[config.mk]
export PLATFORM = sky130hd
export DESIGN_NAME = hpi_txn_sequencer
export DESIGN_NICKNAME = d
export VERILOG_FILES = /design/src/rtl/hpi_pkg.sv /design/src/rtl/hpi_txn_sequencer_timer.sv /design/src/rtl/hpi_txn_sequencer.sv
export SDC_FILE = /design/constraint.sdc
export NUM_CORES = 1
export LEC_CHECK = 0
export ABC_AREA = 1
export CAP_MARGIN = 10
export CORE_ASPECT_RATIO = 1.25
export CORE_MARGIN = 3
export CORE_UTILIZATION = 45
export DETAILED_ROUTE_END_ITERATION = 12
export PLACE_DENSITY = 0.8
export SETUP_SLACK_MARGIN = 0.4
export SLEW_MARGIN = 20
export SYNTH_ARGS = -nofsm -noshare
export SYNTH_HDL_FRONTEND = slang
export SYNTH_SLANG_ARGS = --single-unit
[constraint.sdc]
create_clock -name Clk -period 2.45 [get_ports Clk]
set_input_delay 0.3675 -clock Clk [delete_from_list [all_inputs] [get_ports Clk]]
set_output_delay 0.3675 -clock Clk [all_outputs]
set_load 0.02 [all_outputs]
[src/rtl/hpi_pkg.sv]
// rtl/hpi_pkg.sv - shared types and constants for the HPI transaction sequencer
package hpi_pkg;

  typedef enum logic [2:0] {
    HPI_IDLE    = 3'd0,
    HPI_SETUP   = 3'd1,
    HPI_STROBE  = 3'd2,
    HPI_HOLD    = 3'd3,
    HPI_RECOVER = 3'd4
  } hpi_seq_state_t;

  localparam int HPI_SETUP_CYC_DEF   = 1;
  localparam int HPI_STROBE_CYC_DEF  = 4;
  localparam int HPI_HOLD_CYC_DEF    = 1;
  localparam int HPI_RECOVER_CYC_DEF = 2;
  localparam int HPI_RD_LAT_DEF      = 2;

  localparam logic HPI_ASSERT   = 1'b0;
  localparam logic HPI_DEASSERT = 1'b1;

  localparam logic [1:0] HPI_DATA    = 2'd0;
  localparam logic [1:0] HPI_MAILBOX = 2'd1;
  localparam logic [1:0] HPI_ADDR    = 2'd2;
  localparam logic [1:0] HPI_STATUS  = 2'd3;

  // Phase counter is loaded with N-1 so that a phase of N cycles ends when it reads 0.
  function automatic logic [7:0] hpi_phase_load(input int cycles);
    return 8'(cycles - 1);
  endfunction

endpackage

[src/rtl/hpi_txn_sequencer_timer.sv]
// rtl/hpi_txn_sequencer_timer.sv - loadable 8-bit down-counter timing each bus phase
module hpi_phase_timer (
  input  logic       Clk,
  input  logic       Reset,
  input  logic       load,
  input  logic [7:0] load_value,
  output logic       done
);

  logic [7:0] count;

  // Load on phase entry, then count down and park at zero.
  always_ff @(posedge Clk) begin
    if (Reset) begin
      count <= 8'd0;
    end else if (load) begin
      count <= load_value;
    end else if (count != 8'd0) begin
      count <= count - 8'd1;
    end
  end

  assign done = (count == 8'd0);

endmodule

[src/rtl/hpi_txn_sequencer.sv]
// rtl/hpi_txn_sequencer.sv - turns single-word requests into timed HPI strobe-bus cycles
module hpi_txn_sequencer
  import hpi_pkg::*;
#(
  parameter int SETUP_CYC   = HPI_SETUP_CYC_DEF,
  parameter int STROBE_CYC  = HPI_STROBE_CYC_DEF,
  parameter int HOLD_CYC    = HPI_HOLD_CYC_DEF,
  parameter int RECOVER_CYC = HPI_RECOVER_CYC_DEF,
  parameter int RD_LAT      = HPI_RD_LAT_DEF
) (
  input  logic        Clk,
  input  logic        Reset,
  input  logic        req_valid,
  output logic        req_ready,
  input  logic        req_write,
  input  logic [1:0]  req_addr,
  input  logic [15:0] req_wdata,
  output logic        resp_valid,
  output logic [15:0] resp_rdata,
  output logic        busy,
  output logic [1:0]  sw_address,
  output logic [15:0] sw_data_out,
  output logic        sw_r,
  output logic        sw_w,
  output logic        sw_cs,
  input  logic [15:0] sw_data_in
);

  hpi_seq_state_t state, state_next;

  logic              ready_q;
  logic              wr_q;
  logic              resp_sent;
  logic              accept;
  logic              strobe_last;
  logic              tmr_load;
  logic [7:0]        tmr_value;
  logic              tmr_done;
  logic [RD_LAT-1:0] cap_pipe;

  logic cs_d, r_d, w_d, busy_d, ready_d;

  // ready_q comes out of reset at 1 so the first cycle after Reset can accept;
  // masking with Reset keeps req_ready low while Reset is applied.
  assign req_ready   = ready_q && !Reset;
  assign accept      = req_valid && req_ready && (state == HPI_IDLE);
  assign strobe_last = (state == HPI_STROBE) && tmr_done;

  hpi_phase_timer u_phase_timer (
    .Clk        (Clk),
    .Reset      (Reset),
    .load       (tmr_load),
    .load_value (tmr_value),
    .done       (tmr_done)
  );

  // State register plus per-transaction bookkeeping.
  always_ff @(posedge Clk) begin
    if (Reset) begin
      state     <= HPI_IDLE;
      wr_q      <= 1'b0;
      resp_sent <= 1'b0;
    end else begin
      state <= state_next;
      if (accept) begin
        wr_q      <= req_write;
        resp_sent <= 1'b0;
      end else if (resp_valid) begin
        resp_sent <= 1'b1;
      end
    end
  end

  // Next-state: walk the phases; RECOVER also waits for the response to go out.
  always_comb begin
    state_next = state;
    case (state)
      HPI_IDLE:    if (accept)   state_next = HPI_SETUP;
      HPI_SETUP:   if (tmr_done) state_next = HPI_STROBE;
      HPI_STROBE:  if (tmr_done) state_next = HPI_HOLD;
      HPI_HOLD:    if (tmr_done) state_next = HPI_RECOVER;
      HPI_RECOVER: if (tmr_done && (resp_valid || resp_sent)) state_next = HPI_IDLE;
      default:     state_next = HPI_IDLE;
    endcase
  end

  // Reload the phase timer whenever a new phase is entered.
  always_comb begin
    tmr_load  = (state_next != state);
    tmr_value = 8'd0;
    case (state_next)
      HPI_SETUP:   tmr_value = hpi_phase_load(SETUP_CYC);
      HPI_STROBE:  tmr_value = hpi_phase_load(STROBE_CYC);
      HPI_HOLD:    tmr_value = hpi_phase_load(HOLD_CYC);
      HPI_RECOVER: tmr_value = hpi_phase_load(RECOVER_CYC);
      default:     tmr_value = 8'd0;
    endcase
  end

  // Output decode from the next state so the registered pins line up with the state.
  always_comb begin
    cs_d    = HPI_DEASSERT;
    r_d     = HPI_DEASSERT;
    w_d     = HPI_DEASSERT;
    busy_d  = (state_next != HPI_IDLE);
    ready_d = (state_next == HPI_IDLE);
    case (state_next)
      HPI_SETUP, HPI_HOLD: cs_d = HPI_ASSERT;
      HPI_STROBE: begin
        cs_d = HPI_ASSERT;
        if (wr_q) w_d = HPI_ASSERT;
        else      r_d = HPI_ASSERT;
      end
      default: cs_d = HPI_DEASSERT;
    endcase
  end

  // Output registers; address/data are loaded at accept and held until the next one.
  always_ff @(posedge Clk) begin
    if (Reset) begin
      sw_cs       <= HPI_DEASSERT;
      sw_r        <= HPI_DEASSERT;
      sw_w        <= HPI_DEASSERT;
      busy        <= 1'b0;
      ready_q     <= 1'b1;
      sw_address  <= HPI_DATA;
      sw_data_out <= 16'd0;
    end else begin
      sw_cs   <= cs_d;
      sw_r    <= r_d;
      sw_w    <= w_d;
      busy    <= busy_d;
      ready_q <= ready_d;
      if (accept) begin
        sw_address <= req_addr;
        if (req_write) sw_data_out <= req_wdata;
      end
    end
  end

  // Capture pipeline: tracks the last strobe cycle through the downstream read latency.
  always_ff @(posedge Clk) begin
    if (Reset) begin
      cap_pipe   <= '0;
      resp_valid <= 1'b0;
      resp_rdata <= 16'd0;
    end else begin
      cap_pipe[0] <= strobe_last;
      for (int i = 1; i < RD_LAT; i++) cap_pipe[i] <= cap_pipe[i-1];
      resp_valid <= cap_pipe[RD_LAT-1];
      if (cap_pipe[RD_LAT-1] && !wr_q) resp_rdata <= sw_data_in;
    end
  end

endmodule

==> metrics <==
synth top area cells=dfxtp_1 51%, nor2_1 15%, o21ai_0 8.1%, inv_1 3.0%, nand2_1 3.0%; CP bufs+invs=2; Setup Total Neg Slack=0 ns; crit end category=output port; hold-fix buffers at CTS=0; cell area after synthesis=2160 um2; Pre-antenna DRT Iters=4; Leak=approximately 1.3 nW; sequential area share after synthesis=about half; synthesis-to-finish area growth=41.7%; Worst R2R End=sw_r; core area=4530 um2; worst-skew pair later-pin latency=between 0.3 and 0.4 ns; Total Wirelength=between 4000 and 5000 um; Fmax=~530 MHz; Final Hold Vio Count=0; period utilization=between 70% and 80%; crit start category=input pin; post-synth top area cell=dfxtp_1; die area=5680 um2; RSZ-0062 raised after global routing=false; peak supply drop=roughly 0.00046 V; Finish-stage setup viols=0; TritonCTS sink count=55; Crit Path Max Fanout=6; area of the multi-input gates=932 um2; synth cell count leaders=84 x nor2_1, 55 x dfxtp_1, 35 x o21ai_0; crit path kind=input pin to output port; ANT cells=0; Post-DP HPWL=~3500 um; WL per Instance=around 12 um; height of the die=83.5 um; vias in the first global route=1,833; global-route wire length before repair=around 7900 um; routability cong.=0.813; Netlist cell types=31; worst hold path class=flip-flop to flip-flop; number of vias per cell=approximately 4.7; R2R Setup Slk=just over 0.8 ns; Critical Path End=req_ready; Worst-Margin Slew=between 0.9 and 1 ns; status=finished, final reports clean; num ports=just under 80; H-tree depth=2; Buffers on Ports=77; min-delay src=cap_pipe[0]; Starting Density=47.8%; critical path data required time=approximately 2.1 ns; register area=around 1100 um2; Max Slew Vio Count=0; time the worst path needs with I/O delays and setup=1.88 ns; initial antenna violation count=0; Syn Nets=~300; reg2reg start=u_phase_timer.count[0]; cells on worst reg2reg path=9; pin count of the biggest net entering global routing=40; post-route cell area=between 3000 and 4000 um2; Yosys top cell area share=roughly 51%; Cell Count Post-Placement=389; Most used DFF post-synth=dfxtp_1; slowest CP cell=clkdlybuf4s50_1; cell with the most instances after synthesis=nor2_1; GRT Util Overall=between 10% and 20%; Worst Skew=about 0.0066 ns; DR iter-0 viols=between 60 and 70; DP Area=a little under 3000 um2; worst-path cell chain=dlygate4sd2_1 -> nor2_4 -> clkdlybuf4s50_1; crit path DAT=roughly 1.5 ns; Final Net Count=between 300 and 400; CP Launch Point=Reset; TritonCTS Buffers=5; die extent in x=about 70 um; CTS Root Cell=clkbuf_8; flops & latches, synth=55; Relative slew margins=34.0%; Mapped Avg Cell Area=roughly 8.3 um2; hold depth=2; Routed Antenna Nets=0; cell count after synthesis=about 260; family with the most delay on the worst path=buffers and inverters; FILL cells=380; maxcap violations=0; Final Non-Filler Cells=just under 400; Critical Path Stages=3; CP max stage delay=approximately 0.61 ns; # DRC=0; PD cells=just over 800 nW/um2; clk slew on worst S/H paths=0.10 ns; row count=27; CTS tree=built; ratio of cells with drive above 1 in the final layout=around a tenth; GRT overflow=0; fraction of registers with async set/reset=0%; Post-synth EDFFs=0; Clock Path Buffers=2; YS warnings=0; routed via count=roughly 1,900
final cells by class:
type	instances	area share [%]
tap	58	2.37
timing repair buffer	79	25.6
sequential	55	35.9
clock inverter	2	0.531
clock buffer	6	2.70
multi-input combinational	178	30.4
inverter	19	2.41
where the power goes:
group	internal, W	switching [W]	total [W]
clock network	0.000231	0.000290	0.000521
logic	0.000380	0.000501	0.000881
registers	0.00100	0.0000597	0.00106
total	0.00161	0.000851	0.00246
logic make-up (layout without fill, tap and decap cells):
logic type	count (synthesis)	after routing	share of synthesized area (%)
xor gates and xnor gates	7	7	2.84
DFF	55	55	50.9
buffers and inverters	29	106	5.96
AOI/OAI and AO/OA	39	39	10.1
and+or+nand+nor	130	130	29.1
muxes	1	1	0.463
adders and majority gates	1	1	0.579
registers in the layout (all words and copies together), names as in the netlist:
| signal | cells |
|---|---|
| state | 3 |
| sw_address | 2 |
| resp_rdata | 16 |
| ready_q | 1 |
| sw_cs | 1 |
| sw_r | 1 |
| sw_data_out | 16 |
| sw_w | 1 |
| resp_valid | 1 |
| cap_pipe | 2 |
| resp_sent | 1 |
| busy | 1 |
| u_phase_timer.count | 8 |
| wr_q | 1 |
cell usage in the layout, fill, tap and decap left out, types with 2 or more instances in the layout:
master           netlist  routed
nor2_1                84      84
clkdlybuf4s50_1        0      76
dfxtp_1               55      55
o21ai_0               35      35
inv_1                 17      17
nand2_1               17      17
nand3_1                7       7
xor2_1                 6       6
clkbuf_8               0       6
nor2_2                 5       5
nor3_2                 4       4
nor2_8                 2       2
nand3_2                2       2
nand2_4                2       2
nor3_1                 2       2
buf_4                  0       2
worst min-delay path by stage:
| stage | end | slack (ns) |
|---|---|---|
| 2_1_floorplan | sw_w | 0.38 |
| 3_3_place_gp | cap_pipe[1] | 0.39 |
| 3_5_place_dp | cap_pipe[1] | 0.40 |
| 4_1_cts | cap_pipe[1] | 0.41 |
| 5_1_grt | cap_pipe[1] | 0.42 |
| 6_report | cap_pipe[1] | 0.41 |
tightest hold or removal path, cell delays in order, from the launching register on:
cell and delay (ns):
dfxtp_1 0.31, inv_1 0.04, nor2_1 0.03
metal layers:
layer | up-vias | track usage [%] | wire length, um
met2 | 52 | 28.6 | 2310
met5 | - | 0 | 0
met1 | 824 | 20.7 | 2010
li1 | 976 | - | -
met4 | 0 | 5.79 | 65
met3 | 5 | 8.76 | 441
metrics by stage:
stage          hold slack (ns)  utilization, %  total power [W]  worst slack [ns]
5_1_grt                  0.424            67.7          0.00262             0.544
6_report                 0.410            67.7          0.00246             0.574
3_5_place_dp             0.397            65.5          0.00197             0.221
2_1_floorplan            0.378               -          0.00171             0.959
3_3_place_gp             0.394            65.5          0.00195             0.295
4_1_cts                  0.409            67.7          0.00248             0.561
repair_timing:
action | CTS | global route
buffers inserted | 0 | 0
setup endpoints to repair | 1 | 0
resized for setup | 1 | 0
hold endpoints to repair | 0 | 0
Note: power is estimated with default switching activity, not from simulation.
